==> config.mk <==
export PLATFORM = sky130hd
export DESIGN_NAME = mem_access_flat
export DESIGN_NICKNAME = d
export VERILOG_FILES = /design/src/rtl/mem_pkg.sv /design/src/rtl/mem_access_if.sv /design/src/rtl/load_align.sv /design/src/rtl/mem_access.sv /design/src/flat_wrapper.sv
export SDC_FILE = /design/constraint.sdc
export NUM_CORES = 1
export LEC_CHECK = 0
export BUFFER_PORTS_ARGS = -buffer_cell sky130_fd_sc_hd__buf_2
export CAP_MARGIN = 25
export CORE_UTILIZATION = 49
export DETAILED_ROUTE_END_ITERATION = 10
export PLACE_DENSITY = 0.85
export SLEW_MARGIN = 20
export SYNTH_ARGS = -nofsm -noshare
export SYNTH_HDL_FRONTEND = slang
export SYNTH_SLANG_ARGS = --single-unit
==> constraint.sdc <==
create_clock -name Clock -period 2.4 [get_ports Clock]
set_input_delay 0 -clock Clock [delete_from_list [all_inputs] [get_ports Clock]]
set_output_delay 0 -clock Clock [all_outputs]
set_load 0.1 [all_outputs]
==> src/rtl/mem_pkg.sv <==
// mem_pkg: shared types and helpers for the memory-access stage.
//   memfunc_t  - access type encoding (bit 2 = unsigned for loads)
//   state_t    - bus FSM states
//   misaligned - 1 when an access of the given type cannot be issued at addr[1:0]
package mem_pkg;

  typedef enum logic [2:0] {
    MF_B  = 3'b000,
    MF_H  = 3'b001,
    MF_W  = 3'b010,
    MF_BU = 3'b100,
    MF_HU = 3'b101
  } memfunc_t;

  typedef enum logic {
    IDLE = 1'b0,
    BUSY = 1'b1
  } state_t;

  // Size is carried by memfunc[1:0]: 00 byte, 01 half, 1x word (covers the
  // reserved codes, which behave as word). Bit 2 never affects alignment.
  function automatic logic misaligned(input logic [2:0] memfunc,
                                      input logic [1:0] addr);
    logic r;
    if (memfunc[1])      r = (addr != 2'b00);
    else if (memfunc[0]) r = addr[0];
    else                 r = 1'b0;
    return r;
  endfunction

endpackage

==> src/rtl/mem_access_if.sv <==
// mem_access_if: data-memory request/acknowledge bus.
//   MemReq/MemWe/MemAddr/MemBE/MemWData : master -> memory
//   MemRData/MemAck                      : memory -> master
// MemRData is only meaningful in the cycle MemAck is high.
interface mem_access_if;
  logic        MemReq;
  logic        MemWe;
  logic [31:0] MemAddr;
  logic [3:0]  MemBE;
  logic [31:0] MemWData;
  logic [31:0] MemRData;
  logic        MemAck;

  modport master (
    output MemReq, MemWe, MemAddr, MemBE, MemWData,
    input  MemRData, MemAck
  );

  modport slave (
    input  MemReq, MemWe, MemAddr, MemBE, MemWData,
    output MemRData, MemAck
  );
endinterface

==> src/rtl/load_align.sv <==
// load_align: picks the addressed byte/half lane out of a little-endian
// 32-bit read word and sign- or zero-extends it to 32 bits.
//   i_rdata   in  32  raw word from memory
//   i_addr    in  2   byte offset of the access
//   i_memfunc in  3   access type (mem_pkg::memfunc_t encoding)
//   o_data    out 32  aligned, extended load value
// Purely combinational so the writeback forwarding path can share it.
module load_align
  import mem_pkg::*;
(
  input  logic [31:0] i_rdata,
  input  logic [1:0]  i_addr,
  input  logic [2:0]  i_memfunc,
  output logic [31:0] o_data
);

  logic [7:0]  w_byte;
  logic [15:0] w_half;

  always_comb begin
    w_byte = 8'h00;
    case (i_addr)
      2'd0:    w_byte = i_rdata[7:0];
      2'd1:    w_byte = i_rdata[15:8];
      2'd2:    w_byte = i_rdata[23:16];
      default: w_byte = i_rdata[31:24];
    endcase
  end

  // Only aligned halves reach here, so addr[1] alone picks the lane.
  assign w_half = i_addr[1] ? i_rdata[31:16] : i_rdata[15:0];

  always_comb begin
    o_data = i_rdata;
    case (i_memfunc)
      MF_B:    o_data = {{24{w_byte[7]}}, w_byte};
      MF_BU:   o_data = {24'h0, w_byte};
      MF_H:    o_data = {{16{w_half[15]}}, w_half};
      MF_HU:   o_data = {16'h0, w_half};
      default: o_data = i_rdata;
    endcase
  end

endmodule

==> src/rtl/mem_access.sv <==
// mem_access: memory-access pipeline stage after the second execute stage.
//   Clock, nReset                  clock and async active-low reset
//   RegWriteIn/MemReadIn/
//   MemWriteIn/MemtoRegIn          control from execute
//   MemfuncIn [2:0]                access type
//   AddrIn [31:0]                  effective address / ALU result
//   RtDataIn [31:0]                store data
//   RAddrIn [4:0]                  destination register
//   bus (master)                   data-memory req/ack bus, all outputs registered
//   Stall                          combinational upstream hold
//   AddrErr                        one-cycle misalignment pulse
//   RegWriteOut/MemtoRegOut/
//   RAddrOut/ALUDataOut/MemDataOut MEM/WB pipeline register
module mem_access
  import mem_pkg::*;
(
  input  logic        Clock,
  input  logic        nReset,
  input  logic        RegWriteIn,
  input  logic        MemReadIn,
  input  logic        MemWriteIn,
  input  logic        MemtoRegIn,
  input  logic [2:0]  MemfuncIn,
  input  logic [31:0] AddrIn,
  input  logic [31:0] RtDataIn,
  input  logic [4:0]  RAddrIn,
  mem_access_if.master bus,
  output logic        Stall,
  output logic        AddrErr,
  output logic        RegWriteOut,
  output logic        MemtoRegOut,
  output logic [4:0]  RAddrOut,
  output logic [31:0] ALUDataOut,
  output logic [31:0] MemDataOut
);

  state_t      r_state, w_next;

  logic        w_memop, w_mis, w_start;
  logic        w_stall, w_launch, w_done;
  logic [3:0]  w_be;
  logic [31:0] w_wdata;
  logic [31:0] w_ld;

  logic        r_req, r_we;
  logic [31:0] r_addr, r_wdata;
  logic [3:0]  r_be;
  logic        r_addr_err;
  logic        r_regwrite, r_memtoreg;
  logic [4:0]  r_raddr;
  logic [31:0] r_alu, r_memdata;

  // A simultaneous read+write request is a write; only the write flag
  // reaches the bus, so no extra priority logic is needed.
  assign w_memop = MemReadIn | MemWriteIn;
  assign w_mis   = w_memop & misaligned(MemfuncIn, AddrIn[1:0]);
  assign w_start = w_memop & ~w_mis;

  // ---------------- FSM ----------------
  always_ff @(posedge Clock or negedge nReset) begin
    if (!nReset) r_state <= IDLE;
    else         r_state <= w_next;
  end

  always_comb begin
    w_next   = r_state;
    w_stall  = 1'b0;
    w_launch = 1'b0;
    w_done   = 1'b0;
    case (r_state)
      IDLE: begin
        if (w_start) begin
          w_stall  = 1'b1;
          w_launch = 1'b1;
          w_next   = BUSY;
        end
      end
      BUSY: begin
        // Ack only means something here; elsewhere it is never looked at.
        if (bus.MemAck) begin
          w_done = 1'b1;
          w_next = IDLE;
        end else begin
          w_stall = 1'b1;
        end
      end
      default: w_next = IDLE;
    endcase
  end

  assign Stall = w_stall;

  // ---------------- store shaping ----------------
  // Data is replicated into every lane so the memory only has to honour BE.
  always_comb begin
    w_be    = 4'b1111;
    w_wdata = RtDataIn;
    case (MemfuncIn[1:0])
      2'b00: begin
        w_be    = 4'b0001 << AddrIn[1:0];
        w_wdata = {4{RtDataIn[7:0]}};
      end
      2'b01: begin
        w_be    = AddrIn[1] ? 4'b1100 : 4'b0011;
        w_wdata = {2{RtDataIn[15:0]}};
      end
      default: begin
        w_be    = 4'b1111;
        w_wdata = RtDataIn;
      end
    endcase
  end

  // ---------------- bus registers ----------------
  // Async reset clears MemReq immediately, abandoning any open transaction.
  always_ff @(posedge Clock or negedge nReset) begin
    if (!nReset) begin
      r_req   <= 1'b0;
      r_we    <= 1'b0;
      r_addr  <= '0;
      r_be    <= '0;
      r_wdata <= '0;
    end else if (w_launch) begin
      r_req   <= 1'b1;
      r_we    <= MemWriteIn;
      r_addr  <= {AddrIn[31:2], 2'b00};
      r_be    <= w_be;
      r_wdata <= w_wdata;
    end else if (w_done) begin
      r_req   <= 1'b0;
    end
  end

  assign bus.MemReq   = r_req;
  assign bus.MemWe    = r_we;
  assign bus.MemAddr  = r_addr;
  assign bus.MemBE    = r_be;
  assign bus.MemWData = r_wdata;

  // Misaligned ops never leave IDLE, so the pulse lasts exactly one cycle.
  always_ff @(posedge Clock or negedge nReset) begin
    if (!nReset) r_addr_err <= 1'b0;
    else         r_addr_err <= (r_state == IDLE) & w_mis;
  end

  assign AddrErr = r_addr_err;

  // ---------------- load alignment ----------------
  // Upstream holds AddrIn/MemfuncIn while stalled, so they still describe
  // the access in the ack cycle.
  load_align u_load_align (
    .i_rdata   (bus.MemRData),
    .i_addr    (AddrIn[1:0]),
    .i_memfunc (MemfuncIn),
    .o_data    (w_ld)
  );

  // ---------------- MEM/WB register ----------------
  // Stalled cycles insert a bubble: write controls drop, data fields hold.
  always_ff @(posedge Clock or negedge nReset) begin
    if (!nReset) begin
      r_regwrite <= 1'b0;
      r_memtoreg <= 1'b0;
      r_raddr    <= '0;
      r_alu      <= '0;
      r_memdata  <= '0;
    end else if (!w_stall) begin
      r_regwrite <= RegWriteIn & ~w_mis;
      r_memtoreg <= MemtoRegIn;
      r_raddr    <= RAddrIn;
      r_alu      <= AddrIn;
      if (w_done && !r_we) r_memdata <= w_ld;
    end else begin
      r_regwrite <= 1'b0;
      r_memtoreg <= 1'b0;
    end
  end

  assign RegWriteOut = r_regwrite;
  assign MemtoRegOut = r_memtoreg;
  assign RAddrOut    = r_raddr;
  assign ALUDataOut  = r_alu;
  assign MemDataOut  = r_memdata;

endmodule

==> src/flat_wrapper.sv <==
// flat-port wrapper written by rule: the top's interface ports become plain ports
module mem_access_flat import mem_pkg::*;
  (Clock, nReset, RegWriteIn, MemReadIn, MemWriteIn, MemtoRegIn, MemfuncIn, AddrIn, RtDataIn, RAddrIn, Stall, AddrErr, RegWriteOut, MemtoRegOut, RAddrOut, ALUDataOut, MemDataOut, bus_MemReq, bus_MemWe, bus_MemAddr, bus_MemBE, bus_MemWData, bus_MemRData, bus_MemAck);
  mem_access_if bus_i ();
  input  logic Clock;
  input  logic nReset;
  input  logic RegWriteIn;
  input  logic MemReadIn;
  input  logic MemWriteIn;
  input  logic MemtoRegIn;
  input  logic [2:0] MemfuncIn;
  input  logic [31:0] AddrIn;
  input  logic [31:0] RtDataIn;
  input  logic [4:0] RAddrIn;
  output logic Stall;
  output logic AddrErr;
  output logic RegWriteOut;
  output logic MemtoRegOut;
  output logic [4:0] RAddrOut;
  output logic [31:0] ALUDataOut;
  output logic [31:0] MemDataOut;
  output wire logic [$bits(bus_i.MemReq)-1:0] bus_MemReq;
  output wire logic [$bits(bus_i.MemWe)-1:0] bus_MemWe;
  output wire logic [$bits(bus_i.MemAddr)-1:0] bus_MemAddr;
  output wire logic [$bits(bus_i.MemBE)-1:0] bus_MemBE;
  output wire logic [$bits(bus_i.MemWData)-1:0] bus_MemWData;
  input wire logic [$bits(bus_i.MemRData)-1:0] bus_MemRData;
  input wire logic [$bits(bus_i.MemAck)-1:0] bus_MemAck;
  assign bus_MemReq = bus_i.MemReq;
  assign bus_MemWe = bus_i.MemWe;
  assign bus_MemAddr = bus_i.MemAddr;
  assign bus_MemBE = bus_i.MemBE;
  assign bus_MemWData = bus_i.MemWData;
  assign bus_i.MemRData = bus_MemRData;
  assign bus_i.MemAck = bus_MemAck;
  mem_access u_core (.Clock(Clock), .nReset(nReset), .RegWriteIn(RegWriteIn), .MemReadIn(MemReadIn), .MemWriteIn(MemWriteIn), .MemtoRegIn(MemtoRegIn), .MemfuncIn(MemfuncIn), .AddrIn(AddrIn), .RtDataIn(RtDataIn), .RAddrIn(RAddrIn), .bus(bus_i), .Stall(Stall), .AddrErr(AddrErr), .RegWriteOut(RegWriteOut), .MemtoRegOut(MemtoRegOut), .RAddrOut(RAddrOut), .ALUDataOut(ALUDataOut), .MemDataOut(MemDataOut));
endmodule
-- Yosys cells after proc, flatten, opt, wreduce, memory -nomap -nowiden
Cells that the tools add are included.
- bitwise operators: 8
- multiplexer cells: 18
- reduce and logical (&&, ||, !) cells: 8
- shifts and indexed selects: 1
- $add $sub $neg: 0
- multipliers: 0
- divide/modulo/power cells: 0
- $lt $le $gt $ge: 0
- eq/ne operators: 6
- operators with widths (kind ; number):
    $pmux W32 S4 ; 1
    $pmux W32 S2 ; 1
    $pmux W8 S3 ; 1
    $mux W16 ; 1
    $mux W1 ; 11
    $pmux W4 S2 ; 1
    $eq A3 B3 Y1 const B ; 2
    $and A1 B1 Y1 ; 4
    $eq A2 B1 Y1 const B ; 2
    $logic_not A2 Y1 ; 2
    $mux W4 ; 1
    $reduce_bool A2 Y1 ; 2
    $shl A1 B2 Y4 const A ; 1
    $eq A3 B1 Y1 const B ; 1
    $logic_not A3 Y1 ; 1
    $not A1 Y1 ; 3
    $eq A2 B2 Y1 const B ; 1
    $pmux W1 S2 ; 1
    $reduce_and A2 Y1 ; 1
    $logic_and A1 B1 Y1 ; 1
    $logic_not A1 Y1 ; 1
    $or A1 B1 Y1 ; 1
- logic and storage cells: 53
- bits in latches: 0
- register bits after elaboration: 141
- memories kept: 0
- bits in writable memories: 0
- ROM bits: 0
- output and inout port bits: 143

-- Depth between registers and ports, before layout
Gate-level depths: netlist (run 1).
- word-level depth: 9
- depth in mapped cells: 8

-- By module
From an unflattened synthesis (run 1), not the netlist that was laid out.
- cell total of the unflattened synthesis: 506
- area total of the unflattened synthesis: 6784.0 µm²
- by module, submodules not included (module ; seq. area each (µm²) ; cells an instance ; area an instance (µm²) ; times used):
    mem_access ; 3528.4 ; 373 ; 5814.3 ; 1
    load_align ; 0.0 ; 133 ; 969.7 ; 1

-- Least setup slack after synthesis (run 1)
Ideal clock, no wire load.
- path type: reg2reg
- from: register u_core.r_state
- to: register u_core.r_alu[0], in the netlist u_core.ALUDataOut[0]
- buffers on the path: 2
- stages on the path, launching flop included: 8
- setup time: 0.126 ns
- data required time: 2.274 ns
- path slack: 0.040 ns
- arrival time: 2.234 ns
- cells stage by stage: dfrtp_1 -> o21bai_2 -> a21o_1 -> buf_6 -> and2_4 -> buf_6 -> inv_1 -> mux2_2
- cells in the longest elaborated chain, start to end: 2
- ends and longest elaborated chain (element ; RTL line ; text):
    start, declared ; mem_access.sv:37 ; state_t r_state, w_next;
    start signal, assigned ; mem_access.sv:62 ; else r_state <= w_next;
    $not A1 Y1 ; mem_access.sv:70 ; case (r_state)
    $pmux W1 S2 * ; mem_access.sv:70 ;
    via Stall ; flat_wrapper.sv:15 ; output logic Stall;
    end signal, assigned ; mem_access.sv:171 ; r_alu <= AddrIn;
    end, declared ; mem_access.sv:51 ; logic [31:0] r_alu, r_memdata;
Mark *: on every way through the listed nets, which the timed path passes. The rest lies on a longest branch.
A chain may end at the register's enable or synchronous reset.

-- Worst setup path after layout (run 1)
- from: register u_core.r_state
- to: register u_core.r_memdata[1], in the netlist u_core.MemDataOut[1]
- cells in the longest elaborated chain, start to end: 4
- elaborated cells between the ends (all ways): 6
- ends and longest elaborated chain (element ; RTL line ; text):
    $not A1 Y1 ; mem_access.sv:70 ;
    $pmux W1 S2 ; mem_access.sv:70 ;
    $not A1 Y1 (no source line) ; n/a ;
    $reduce_and A2 Y1 (no source line) * ; n/a ;
    end signal, assigned ; mem_access.sv:172 ; if (w_done && !r_we) r_memdata <= w_ld;
    end, declared ; mem_access.sv:51 ;
Every way passes the cells marked *; elsewhere a longest branch is shown, timed or not.

==> results of run 1 <==
[path summary, 6_finish.rpt]
path	slack, ns	cells after the start	endpoint
min in group asynchronous	0.05	2	u_core.ALUDataOut[9]$_DFFE_PN0P_
worst max register to register	0.12	5	u_core.MemDataOut[1]$_DFFE_PN0P_
worst max-delay path	0.12	5	u_core.MemDataOut[1]$_DFFE_PN0P_
max in group asynchronous	1.57	3	u_core.bus.MemWData[14]$_DFFE_PN0P_
worst min-delay path	0.03	2	u_core.ALUDataOut[0]$_DFFE_PN0P_
worst min register to register	0.47	2	u_core.bus.MemAddr[27]$_DFFE_PN0P_
[registers in the layout, summed over array words and instances, names as in the netlist]
register             flops
u_core.MemtoRegOut       1
u_core.bus.MemReq        1
u_core.bus.MemWe         1
u_core.bus.MemAddr      30
u_core.RegWriteOut       1
u_core.bus.MemBE         4
u_core.RAddrOut          5
u_core.bus.MemWData     32
u_core.MemDataOut       32
u_core.r_state           1
u_core.ALUDataOut       32
u_core.AddrErr           1
[cell families (layout without fill, tap and decap cells)]
group	after synthesis	in the layout
compound gates	109	109
buf+inv	46	406
flops	141	141
mux	70	70
other cells	1	3
simple gates	234	235
[power by group]
group | internal [uW] | switching [uW] | total (uW) | leakage (uW)
Clock | 1700 | 1030 | 2730 | 0.000300
Combinational | 1280 | 6690 | 7970 | 0.00282
Sequential | 3110 | 447 | 3560 | 0.00170
[synthesized netlist by cell type]
cell type | count | area, sq um
sky130_fd_sc_hd__mux2_4 | 30 | 450
sky130_fd_sc_hd__clkbuf_1 | 27 | 101
sky130_fd_sc_hd__o32ai_2 | 1 | 16.3
sky130_fd_sc_hd__buf_6 | 6 | 67.6
sky130_fd_sc_hd__o311ai_0 | 2 | 17.5
sky130_fd_sc_hd__a21oi_1 | 40 | 200
sky130_fd_sc_hd__mux2i_1 | 27 | 270
sky130_fd_sc_hd__or3_1 | 1 | 6.26
sky130_fd_sc_hd__and4b_1 | 2 | 20.0
sky130_fd_sc_hd__a221o_1 | 6 | 60.1
sky130_fd_sc_hd__a21o_1 | 3 | 22.5
sky130_fd_sc_hd__nor4_1 | 1 | 6.26
sky130_fd_sc_hd__and2_4 | 1 | 8.76
sky130_fd_sc_hd__a32oi_1 | 6 | 52.6
sky130_fd_sc_hd__or2_4 | 1 | 8.76
sky130_fd_sc_hd__inv_1 | 4 | 15.0
sky130_fd_sc_hd__a221oi_1 | 6 | 52.6
sky130_fd_sc_hd__a31oi_1 | 4 | 25.0
sky130_fd_sc_hd__dfrtp_1 | 141 | 3530
sky130_fd_sc_hd__nor2_2 | 1 | 6.26
sky130_fd_sc_hd__and2_1 | 1 | 6.26
sky130_fd_sc_hd__buf_1 | 1 | 3.75
sky130_fd_sc_hd__nor3b_2 | 1 | 12.5
sky130_fd_sc_hd__nor2b_1 | 2 | 12.5
sky130_fd_sc_hd__a211oi_1 | 1 | 7.51
sky130_fd_sc_hd__or2_2 | 1 | 6.26
sky130_fd_sc_hd__mux2_2 | 13 | 146
sky130_fd_sc_hd__nand2_1 | 164 | 616
sky130_fd_sc_hd__nand2b_1 | 5 | 31.3
sky130_fd_sc_hd__and3b_1 | 1 | 8.76
sky130_fd_sc_hd__o21bai_2 | 1 | 11.3
sky130_fd_sc_hd__o21ai_1 | 2 | 10.0
sky130_fd_sc_hd__nor2_1 | 49 | 184
sky130_fd_sc_hd__a22o_1 | 6 | 52.6
sky130_fd_sc_hd__a211o_1 | 1 | 8.76
sky130_fd_sc_hd__a2bb2oi_1 | 1 | 8.76
sky130_fd_sc_hd__and3_1 | 1 | 6.26
sky130_fd_sc_hd__buf_4 | 2 | 15.0
sky130_fd_sc_hd__buf_2 | 6 | 30.0
sky130_fd_sc_hd__nor3_1 | 1 | 5.00
sky130_fd_sc_hd__nor3b_1 | 1 | 7.51
sky130_fd_sc_hd__o21ai_0 | 29 | 145
sky130_fd_sc_hd__conb_1 | 1 | 3.75
[repair_timing]
| action | CTS | global route |
|---|---|---|
| gates cloned | 0 | 1 |
| gates resized for setup | 1 | 1 |
| hold buffers | 109 | 0 |
| hold endpoints to repair | 275 | 0 |
| endpoints found under the setup margin | 1 | 2 |
[final cells by class]
| class | instances | area [sq um] | area share (%) |
|---|---|---|---|
| clock buffers | 19 | 453 | 4.84 |
| inverters | 4 | 15.0 | 0.160 |
| multi-input cells | 416 | 2540 | 27.1 |
| well taps | 168 | 210 | 2.25 |
| diodes | 1 | 2.50 | 0.0267 |
| flip-flops and latches | 141 | 3530 | 37.7 |
| repair buffers | 370 | 2450 | 26.2 |
| clock inverters | 13 | 164 | 1.75 |
[routing by layer]
metal	part of all wire [%]	global-route usage (%)	vias up	wire length (um)
li1	-	-	2743	-
met1	37	37.1	2924	7710
met2	50	53.8	423	10500
met3	7.4	7.80	111	1550
met4	5.7	20.9	0	1210
met5	0	0	-	0
[metrics by stage]
step	std cells	worst slack [ns]	utilization, %
final	1132	0.120	76.3
after global routing	1132	0.0813	76.3
after CTS	1130	0.0140	76.2
after detailed placement	989	0.367	62.3
after global placement	989	0.427	62.3
after floorplan	602	0.0401	-
==> reports/results.md, run 1 <==
| Metric | This run |
| --- | --- |
| Run status | completed |
| Fraction of the mapped netlist area in compound gates | 11.0% |
| Number of vias in the routed layout | 6,201 |
| Worst hold path class | in -> reg |
| Clock transition at the registers of the reported paths | 0.07 ns |
| Vertical die dimension | 115 um |
| Port Buf Inserts | 251 |
| Count of cell types in the netlist | 43 |
| Total routing usage reported by global routing | 32.2% |
| Detailed-placement wirelength estimate | 11,900 um |
| Critical path's top delay family | simple AND/OR/NAND/NOR gates |
| Clock Path Buffers | 2 |
| Placement Rows | 40 |
| Post-Synth Simple-Gate Area | 15.2% |
| Total of fill cells in the finished design | 771 |
| Worst path cell trace | nand2_1 > or2_2 > nor2_1 > a221o_1 > dlygate4sd3_1 |
| Avg Cell Area, Syn | 10.4 sq um |
| Final period util | 95.0% |
| Sum of routed wire length over all layers | 21,000 um |
| DP Area | 0.00763 sq mm |
| Final setup fails | 0 |
| First-pass GRT wire length | 32,300 um |
| Critical path data arrival time | 2.62 ns |
| Parity-gate share of the synthesized area counting xor and xnor cells | 0% |
| Global placement routability congestion | 0.881 |
| Summed area of non-filler cells in the final layout | 0.00936 sq mm |
| Share of cells above drive strength 1 | 35.9% |
| Max-slew violation count | 0 |
| Peak fanout along the critical path | 23 |
| Root Driver | sky130_fd_sc_hd__clkbuf_16 |
| Endpoints failing hold | 0 |
| Via count of the first global-routing pass | 6,283 |
| Max H-tree Level | 4 |
| Leading cell type in the layout, fill and taps excluded | sky130_fd_sc_hd__buf_2 |
| Worst slew margin | 42.4% |
| Area enclosed by the die boundary | 0.0133 sq mm |
| Power per Cell Area | 1520 mW/mm^2 |
| Number of sinks driven by the clock tree | 141 |
| Total power | 14,300 uW |
| Worst Clk Skew | 0.0117 ns |
| Setup repair after global routing missed its margin | no |
| Endpoint required time on the critical path | 2.74 ns |
| Inserted Clock Buffers | 17 |
| Critical Path Source Type | register |
| I/O pin count | 254 |
| Layout-stage area growth over the synthesis result | 49.1% |
| Synth warn | 0 |
| Post-Route Setup TNS | 0 ns |
| Cells after synthesis | 601 |
| Peak supply drop | 967 uV |
| Core box area | 0.0123 sq mm |
| Antenna violations before repair | 1 |
| Cell area after synthesis | 0.00627 sq mm |
| Multiplexer area fraction after synthesis | 13.8% |
| Critical-path cell with the highest stage delay | sky130_fd_sc_hd__dlygate4sd3_1 |
| Number of storage elements in the synthesis netlist | 141 |
| Adder-cell area share of the yosys netlist | 0% |
| Critical path origin | u_core.r_state$_DFF_PN0_ |
| Upper clock frequency limit | 0.439 GHz |
| Detail-routed via count per cell | 5.48 |
| Buffering stage count on the worst path with inverters included | 1 |
| Post-layout net count | 1,061 |
| Final critical path time including I/O delays and setup | 2.28 ns |
| Die Width | 115 um |
| Start-to-end type of the worst setup path | reg -> reg |
| Number of nets with antenna violations after detailed routing | 0 |
| Largest net degree at the start of global routing | 91 |
| Start of the worst register-to-register path | u_core.r_state$_DFF_PN0_ |
| Initial cell density of the core | 51.2% |
| DRC | 0 |
| Sequential cell area fraction in the yosys report | 56.2% |
| Origin of the worst min-delay path | AddrIn[0] |
| GRT Residual Overflow | 0 |
| Largest family of logic cells by synthesized area | simple AND/OR/NAND/NOR gates |
| Largest stage delay on the critical path | 0.58 ns |
| Kind of end point of the critical path | register |
| Number of DRC markers in iteration 0 | 664 |
| CTS tree | built |
| Max-cap violations | 0 |
| Hold Worst Slack | 0.0261 ns |
| Most frequent cells in the layout | sky130_fd_sc_hd__buf_2 (249), sky130_fd_sc_hd__nand2_1 (164), sky130_fd_sc_hd__dfrtp_1 (141) |
| Post-CTS setup repair buffer count | 0 |
| Wire length per cell | 18.6 um |
| Number of optimization iterations in the first detailed-route pass | 8 |
| Pin slew with the least headroom to its limit | 0.864 ns |
| Clock latency on the worst-skew pair | 0.42 ns |
| Static Leak | 0.00481 uW |
(Power assumes the default switching activity.)
==> run 2, diff against run 1 <==
Settings changed: PLACE_DENSITY 0.85 to 0.81.
==> reports/results.md, run 2 (synthesis gave the netlist of run 1 again) <==
| Metric | This run | Delta |
| --- | --- | --- |
| Peak fanout along the critical path | 24 | +4.3% |
| Core box area | 0.0123 sq mm | unchanged |
| Global placement routability congestion | 0.839 | -4.8% |
| Worst Clk Skew | 0.00993 ns | -0.00176 ns |
| Area used by multi-input combinational logic | 0.00253 sq mm | -0.20% |
| Peak supply drop | 855 uV | -12% |
| Kind of end point of the critical path | primary output |  |
| Upper clock frequency limit | 0.443 GHz | +1.0% |
| GRT Residual Overflow | 0 | unchanged |
| Area enclosed by the die boundary | 0.0133 sq mm | unchanged |
| Number of DRC markers in iteration 0 | 571 | -14% |
| Critical path origin | u_core.r_state$_DFF_PN0_ |  |
| Net Switching | 8180 uW | about the same |
| Worst slew margin | 39.9% | -2.5 points |
| Worst-case hold path end point | u_core.ALUDataOut[0]$_DFFE_PN0P_ |  |
| Max-slew violation count | 0 | unchanged |
| Part of the total power dissipated in combinational logic | 56.2% | +0.3 points |
| Die Width | 115 um | unchanged |
| Sequential share of power | 24.8% | about the same |
| Internal power of the cells | 6070 uW | -0.26% |
| Worst r2r dst | u_core.MemDataOut[2]$_DFFE_PN0P_ |  |
| Total of fill cells in the finished design | 781 | +1.3% |
| Vertical die dimension | 115 um | unchanged |
| Placement Rows | 40 | unchanged |
| Antenna violations before repair | 1 | unchanged |
| Run status | completed |  |
| Total routing usage reported by global routing | 33.1% | +0.96 points |
| Final critical path time including I/O delays and setup | 2.26 ns | -0.0228 ns |
| Detailed-placement wirelength estimate | 12,300 um | +3.2% |
| Largest net degree at the start of global routing | 91 | unchanged |
| Final worst slack | 0.143 ns | +0.0228 ns |
| DRT met1 WL | 7840 um | +1.6% |
| I/O pin count | 254 | unchanged |
| Worst Reg-to-Reg Cells | 5 | unchanged |
| Root Driver | sky130_fd_sc_hd__clkbuf_16 |  |
| Clock Path Buffers | 2 | unchanged |
| Post-layout utilization of the core | 76.3% | about the same |
| CTS tree | built |  |
| Summed area of non-filler cells in the final layout | 0.00935 sq mm | about the same |
| Number of vias in the routed layout | 6,189 | -0.19% |
| Start-to-end type of the worst setup path | reg -> out |  |
| Leading cell type in the layout, fill and taps excluded | sky130_fd_sc_hd__buf_2 |  |
| Detailed-routed wire length on met2 | 10,600 um | +0.32% |
| Final period util | 94.1% | -0.95 points |
| Endpoint required time on the critical path | 2.40 ns | -0.34 ns |
| Post-Route Setup TNS | 0 ns | unchanged |
| Number of optimization iterations in the first detailed-route pass | 6 | -2 |
| Fraction of power consumed by the clock network | 19.0% | -0.2 points |
| Clock latency on the worst-skew pair | 0.42 ns | about the same |
| Clock transition at the registers of the reported paths | 0.06 ns | about the same |
| Wire length per cell | 18.6 um | +0.40% |
| Endpoints failing hold | 0 | unchanged |
| Setup repair after global routing missed its margin | no |  |
| Worst-case register-to-register setup slack | 0.28 ns | +0.16 ns |
| Max H-tree Level | 4 | unchanged |
| Static Leak | 0.00480 uW | -0.21% |
| Power per Cell Area | 1520 mW/mm^2 | about the same |
| Sum of routed wire length over all layers | 21,100 um | +0.49% |
| First-pass GRT wire length | 32,900 um | +1.8% |
| Post-layout net count | 1,062 | +0.094% |
| DRC | 0 | unchanged |
| Origin of the worst min-delay path | AddrIn[0] |  |
| Hold Path Stages | 2 | unchanged |
| Via count of the first global-routing pass | 6,312 | +0.46% |
| Max-cap violations | 0 | unchanged |
| Highest signal layer in the routed design | met4 |  |
| Most frequent cells in the layout | sky130_fd_sc_hd__buf_2 (249), sky130_fd_sc_hd__nand2_1 (164), sky130_fd_sc_hd__dfrtp_1 (141) |  |
| DP Area | 0.00765 sq mm | +0.20% |
| Pre-CTS worst setup slack | 0.364 ns | -0.00244 ns |
| Worst hold path class | in -> reg |  |
| Initial cell density of the core | 51.2% | unchanged |
| Number of sinks driven by the clock tree | 141 | unchanged |
| Port Buf Inserts | 251 | unchanged |
| Met3 wire length | 1460 um | -6.2% |
| Net switching share of the total power | 57.4% | +0.065 points |
| Critical Path Source Type | register |  |
| Pin slew with the least headroom to its limit | 0.902 ns | +0.0375 ns |
| Detail-routed via count per cell | 5.46 | -0.28% |
| Inserted Clock Buffers | 17 | unchanged |
| Final setup fails | 0 | unchanged |
| Layout-stage area growth over the synthesis result | 49.1% | about the same |
| Critical path data arrival time | 2.26 ns | -0.36 ns |
| Number of nets with antenna violations after detailed routing | 0 | unchanged |
| Start of the worst register-to-register path | u_core.r_state$_DFF_PN0_ |  |
| Share of cells above drive strength 1 | 35.9% | -0.037 points |
| Area used by sequential logic in the layout | 0.00353 sq mm | unchanged |
-- run 2: repair_timing --
action	CTS	global route
setup endpoints to repair	0	3
endpoints found under the hold margin	198	0
hold buffers	109	0
setup buffers	0	0
gates resized for setup	0	2
-- run 2: critical path: stages, from the launching register on --
cell,delay [ns]
sky130_fd_sc_hd__dfrtp_1,0.41
sky130_fd_sc_hd__o21bai_2,0.30
sky130_fd_sc_hd__a21o_2,0.24
sky130_fd_sc_hd__and2_4,0.26
sky130_fd_sc_hd__inv_1,0.25
sky130_fd_sc_hd__clkbuf_4,0.39
-- run 2: cell type report --
class	count	area share, %
Multi-Input combinational cell	415	27.1
Timing Repair Buffer	372	26.3
Clock inverter	12	1.71
Inverter	4	0.161
Tap cell	168	2.25
Clock buffer	20	4.78
Sequential cell	141	37.7
Antenna cell	1	0.0268
-- run 2: stage by stage --
stage,power [uW],instances,hold slack [ns]
6_report,14200,1133,0.0346
5_1_grt,14700,1133,0.0423
4_1_cts,14100,1132,0.00346
3_5_place_dp,11200,991,0.0468
3_3_place_gp,11200,990,0.0498
2_1_floorplan,9960,602,-0.296
-- run 2: worst max-delay path by stage --
| stage | slack [ns] | endpoint | cells past startpoint |
|---|---|---|---|
| finish | 0.14 | Stall | 5 |
| global route | 0.009 | Stall | 5 |
| CTS | 0.03 | Stall | 5 |
| detailed placement | 0.36 | u_core.ALUDataOut[27]$_DFFE_PN0P_ | 5 |
| global placement | 0.37 | u_core.MemDataOut[27]$_DFFE_PN0P_ | 4 |
| floorplan | 0.04 | u_core.ALUDataOut[0]$_DFFE_PN0P_ | 7 |
-- run 2: power by group through the flow --
stage | clock network (uW) | registers, uW | logic [uW]
3_5_place_dp | 0 | 3520 | 7730
5_1_grt | 2840 | 3610 | 8250
3_3_place_gp | 0 | 3500 | 7670
4_1_cts | 2720 | 3500 | 7920
2_1_floorplan | 0 | 8870 | 1090
6_report | 2700 | 3530 | 8010
-- run 2: layer usage --
| layer | track usage, % | vias to the layer above |
|---|---|---|
| met5 | 0 | - |
| met4 | 23.5 | 0 |
| met3 | 6.38 | 110 |
| met2 | 55.4 | 406 |
| met1 | 38.5 | 2934 |
| li1 | - | 2739 |
==> run 3, diff against run 2 <==
Settings changed: CORE_UTILIZATION 49 to 50, CTS_BUF_LIST set to sky130_fd_sc_hd__clkbuf_8, PLACE_DENSITY 0.81 to 0.82, RECOVER_POWER set to 50.
==> reports/results.md, run 3 (synthesis gave the netlist of run 1 again) <==
| Metric | This run | Delta |
| --- | --- | --- |
| Final setup fails | 0 | unchanged |
| Post-Route Setup TNS | 0 ns | unchanged |
| Vertical die dimension | 114 um | -0.99% |
| Port Buf Inserts | 251 | unchanged |
| Hold Path Stages | 4 | +2 |
| Critical path data arrival time | 2.68 ns | +0.42 ns |
| Placement Rows | 40 | unchanged |
| Number of nets with antenna violations after detailed routing | 0 | unchanged |
| Power per Cell Area | 1490 mW/mm^2 | -2.3% |
| Detail-routed via count per cell | 5.42 | -0.74% |
| Upper clock frequency limit | 0.438 GHz | -1.2% |
| Max-cap violations | 0 | unchanged |
| Core box area | 0.0121 sq mm | -1.2% |
| Number of DRC markers in iteration 0 | 478 | -16% |
| Clock transition at the registers of the reported paths | 0.08 ns | +0.02 ns |
| Net Switching | 8120 uW | -0.74% |
| Area enclosed by the die boundary | 0.0130 sq mm | -2.0% |
| Total of fill cells in the finished design | 830 | +6.3% |
| Max-slew violation count | 0 | unchanged |
| Die Width | 114 um | -0.99% |
| CTS tree | built |  |
| Clock latency on the worst-skew pair | 0.46 ns | +0.04 ns |
| Antenna violations before repair | 1 | unchanged |
| Critical path's top delay family | simple AND/OR/NAND/NOR gates |  |
| Post-CTS setup repair buffer count | 0 | unchanged |
| Sum of routed wire length over all layers | 21,100 um | about the same |
| Number of optimization iterations in the first detailed-route pass | 5 | -1 |
| DRC | 0 | unchanged |
| Root Driver | sky130_fd_sc_hd__clkbuf_8 |  |
| Worst path cell trace | nand2_1 > or2_2 > nor2_1 > a221o_1 > dlygate4sd3_1 |  |
| Part of the total power dissipated in combinational logic | 57.8% | +1.6 points |
| Global placement routability congestion | 0.851 | +1.5% |
| Critical Path Source Type | register |  |
| Detailed-placement wirelength estimate | 12,100 um | -1.5% |
| Most frequent cells in the layout | sky130_fd_sc_hd__buf_2 (182), sky130_fd_sc_hd__nand2_1 (164), sky130_fd_sc_hd__dfrtp_1 (141) |  |
| Internal power of the cells | 5570 uW | -8.2% |
| Setup repair after global routing missed its margin | no |  |
| Peak supply drop | 1130 uV | +33% |
| Number of vias in the routed layout | 6,181 | -0.13% |
| Peak fanout along the critical path | 23 | -4.2% |
| Final critical path time including I/O delays and setup | 2.29 ns | +0.0276 ns |
| Max H-tree Level | 4 | unchanged |
| GRT Residual Overflow | 0 | unchanged |
| I/O pin count | 254 | unchanged |
| Via count of the first global-routing pass | 6,347 | +0.55% |
| Number of sinks driven by the clock tree | 141 | unchanged |
| Fraction of power consumed by the clock network | 16.3% | -2.7 points |
| Buffering stage count on the worst path with inverters included | 1 | -1 |
| Static Leak | 0.00458 uW | -4.7% |
| Instance count on the critical path | 5 | unchanged |
| Leading cell type in the layout, fill and taps excluded | sky130_fd_sc_hd__buf_2 |  |
| Endpoint required time on the critical path | 2.79 ns | +0.39 ns |
| First-pass GRT wire length | 32,400 um | -1.2% |
| Total routing usage reported by global routing | 33.1% | -0.076 points |
| Worst hold path class | in -> reg |  |
| Pin slew with the least headroom to its limit | 1.40 ns | +0.499 ns |
| Final worst slack | 0.115 ns | -0.0276 ns |
| Run status | completed |  |
| Pre-CTS worst setup slack | 0.355 ns | -0.00940 ns |
| Largest net degree at the start of global routing | 91 | unchanged |
| Sequential share of power | 26.0% | +1.2 points |
| Share of cells above drive strength 1 | 28.9% | -7.0 points |
| Inserted Clock Buffers | 17 | unchanged |
| Layout-stage area growth over the synthesis result | 46.6% |  |
| Net switching share of the total power | 59.3% | +1.9 points |
| Largest stage delay on the critical path | 0.57 ns | +0.16 ns |
| Worst Reg-to-Reg Cells | 5 | unchanged |
| Kind of end point of the critical path | register |  |
| Post-layout net count | 1,069 | +0.66% |
| Clock Path Buffers | 2 | unchanged |
| Final period util | 95.2% | +1.1 points |
| Wire length per cell | 18.5 um | -0.60% |
| Endpoints failing hold | 0 | unchanged |
| Critical-path cell with the highest stage delay | sky130_fd_sc_hd__dlygate4sd3_1 |  |
| Worst slew margin | 6.60% | -33 points |
| Initial cell density of the core | 51.8% | +0.63 points |
| Start-to-end type of the worst setup path | reg -> reg |  |
| Worst Clk Skew | 0.0113 ns | +0.00139 ns |
## run 3: cell types whose count changed in the layout (fill, tap and decap cells not counted), moves of 2 or more
cell / before / now
sky130_fd_sc_hd__dlygate4sd3_1: 109 / 115
sky130_fd_sc_hd__clkinv_4: 1 / 5
sky130_fd_sc_hd__clkbuf_16: 17 / 0
sky130_fd_sc_hd__clkbuf_8: 1 / 21
sky130_fd_sc_hd__buf_2: 249 / 182
sky130_fd_sc_hd__clkinvlp_4: 4 / 1
sky130_fd_sc_hd__buf_4: 11 / 9
sky130_fd_sc_hd__clkbuf_1: 2 / 67
sky130_fd_sc_hd__clkbuf_2: 0 / 2
sky130_fd_sc_hd__inv_6: 3 / 1
## run 3: per-stage QoR
| stage | instances | hold WS [ns] | power (uW) | cell area (sq um) | utilization, % |
|---|---|---|---|---|---|
| 2_1_floorplan | 602 | -0.296 | 9960 | 6280 | - |
| 3_3_place_gp | 991 | -0.00564 | 11200 | 7660 | 63.3 |
| 3_5_place_dp | 991 | -0.00367 | 11200 | 7660 | 63.3 |
| 4_1_cts | 1139 | 0.0141 | 13700 | 9290 | 76.7 |
| 5_1_grt | 1140 | 0.0372 | 14100 | 9200 | 76.0 |
| 6_report | 1140 | 0.0409 | 13700 | 9200 | 76.0 |
## run 3: repair_timing
item / CTS / global route
hold endpoints to repair: 252 / 0
gates cloned: 1 / 0
gates resized for setup: 0 / 1
endpoints found under the setup margin: 1 / 1
hold buffers: 115 / 0
## run 3: tightest hold or removal path, cell delays in order
cell,delay (ns)
sky130_fd_sc_hd__buf_2,0.14
sky130_fd_sc_hd__buf_4,0.19
sky130_fd_sc_hd__nand2_1,0.07
sky130_fd_sc_hd__a21oi_1,0.06
## run 3: final timing paths
check	from	end	slack, ns
max in group asynchronous	nReset	u_core.bus.MemWData[31]$_DFFE_PN0P_	0.64
hold reg to reg	u_core.bus.MemAddr[5]$_DFFE_PN0P_	u_core.bus.MemAddr[5]$_DFFE_PN0P_	0.48
setup / recovery	u_core.r_state$_DFF_PN0_	u_core.MemDataOut[3]$_DFFE_PN0P_	0.11
hold / removal	MemfuncIn[1]	u_core.MemDataOut[30]$_DFFE_PN0P_	0.04
min in group asynchronous	nReset	u_core.RAddrOut[3]$_DFFE_PN0P_	0.41
setup reg to reg	u_core.r_state$_DFF_PN0_	u_core.MemDataOut[3]$_DFFE_PN0P_	0.11
## run 3: area by class of cell
type,instances,area (sq um),share of cell area [%]
Antenna cell,1,2.50,0.0272
Clock buffer,21,289,3.14
Clock inverter,11,180,1.96
Inverter,4,15.0,0.163
Multi-Input combinational cell,416,2540,27.6
Sequential cell,141,3530,38.3
Tap cell,168,210,2.28
Timing Repair Buffer,378,2440,26.5
## run 3: routing by layer
| layer | up-vias | share of wire [%] | global-route usage, % |
|---|---|---|---|
| met3 | 93 | 7.6 | 9.03 |
| met4 | 0 | 5.1 | 19.0 |
| met2 | 370 | 50 | 55.4 |
| met1 | 2971 | 37 | 38.3 |
| met5 | - | 0 | 0 |
| li1 | 2747 | - | - |
## run 3: power groups by stage
stage	logic (uW)	registers [uW]	clock network, uW
detailed placement	7720	3520	0
CTS	7940	3500	2240
floorplan	1090	8870	0
global route	8130	3620	2350
finish	7900	3560	2230
global placement	7650	3510	0
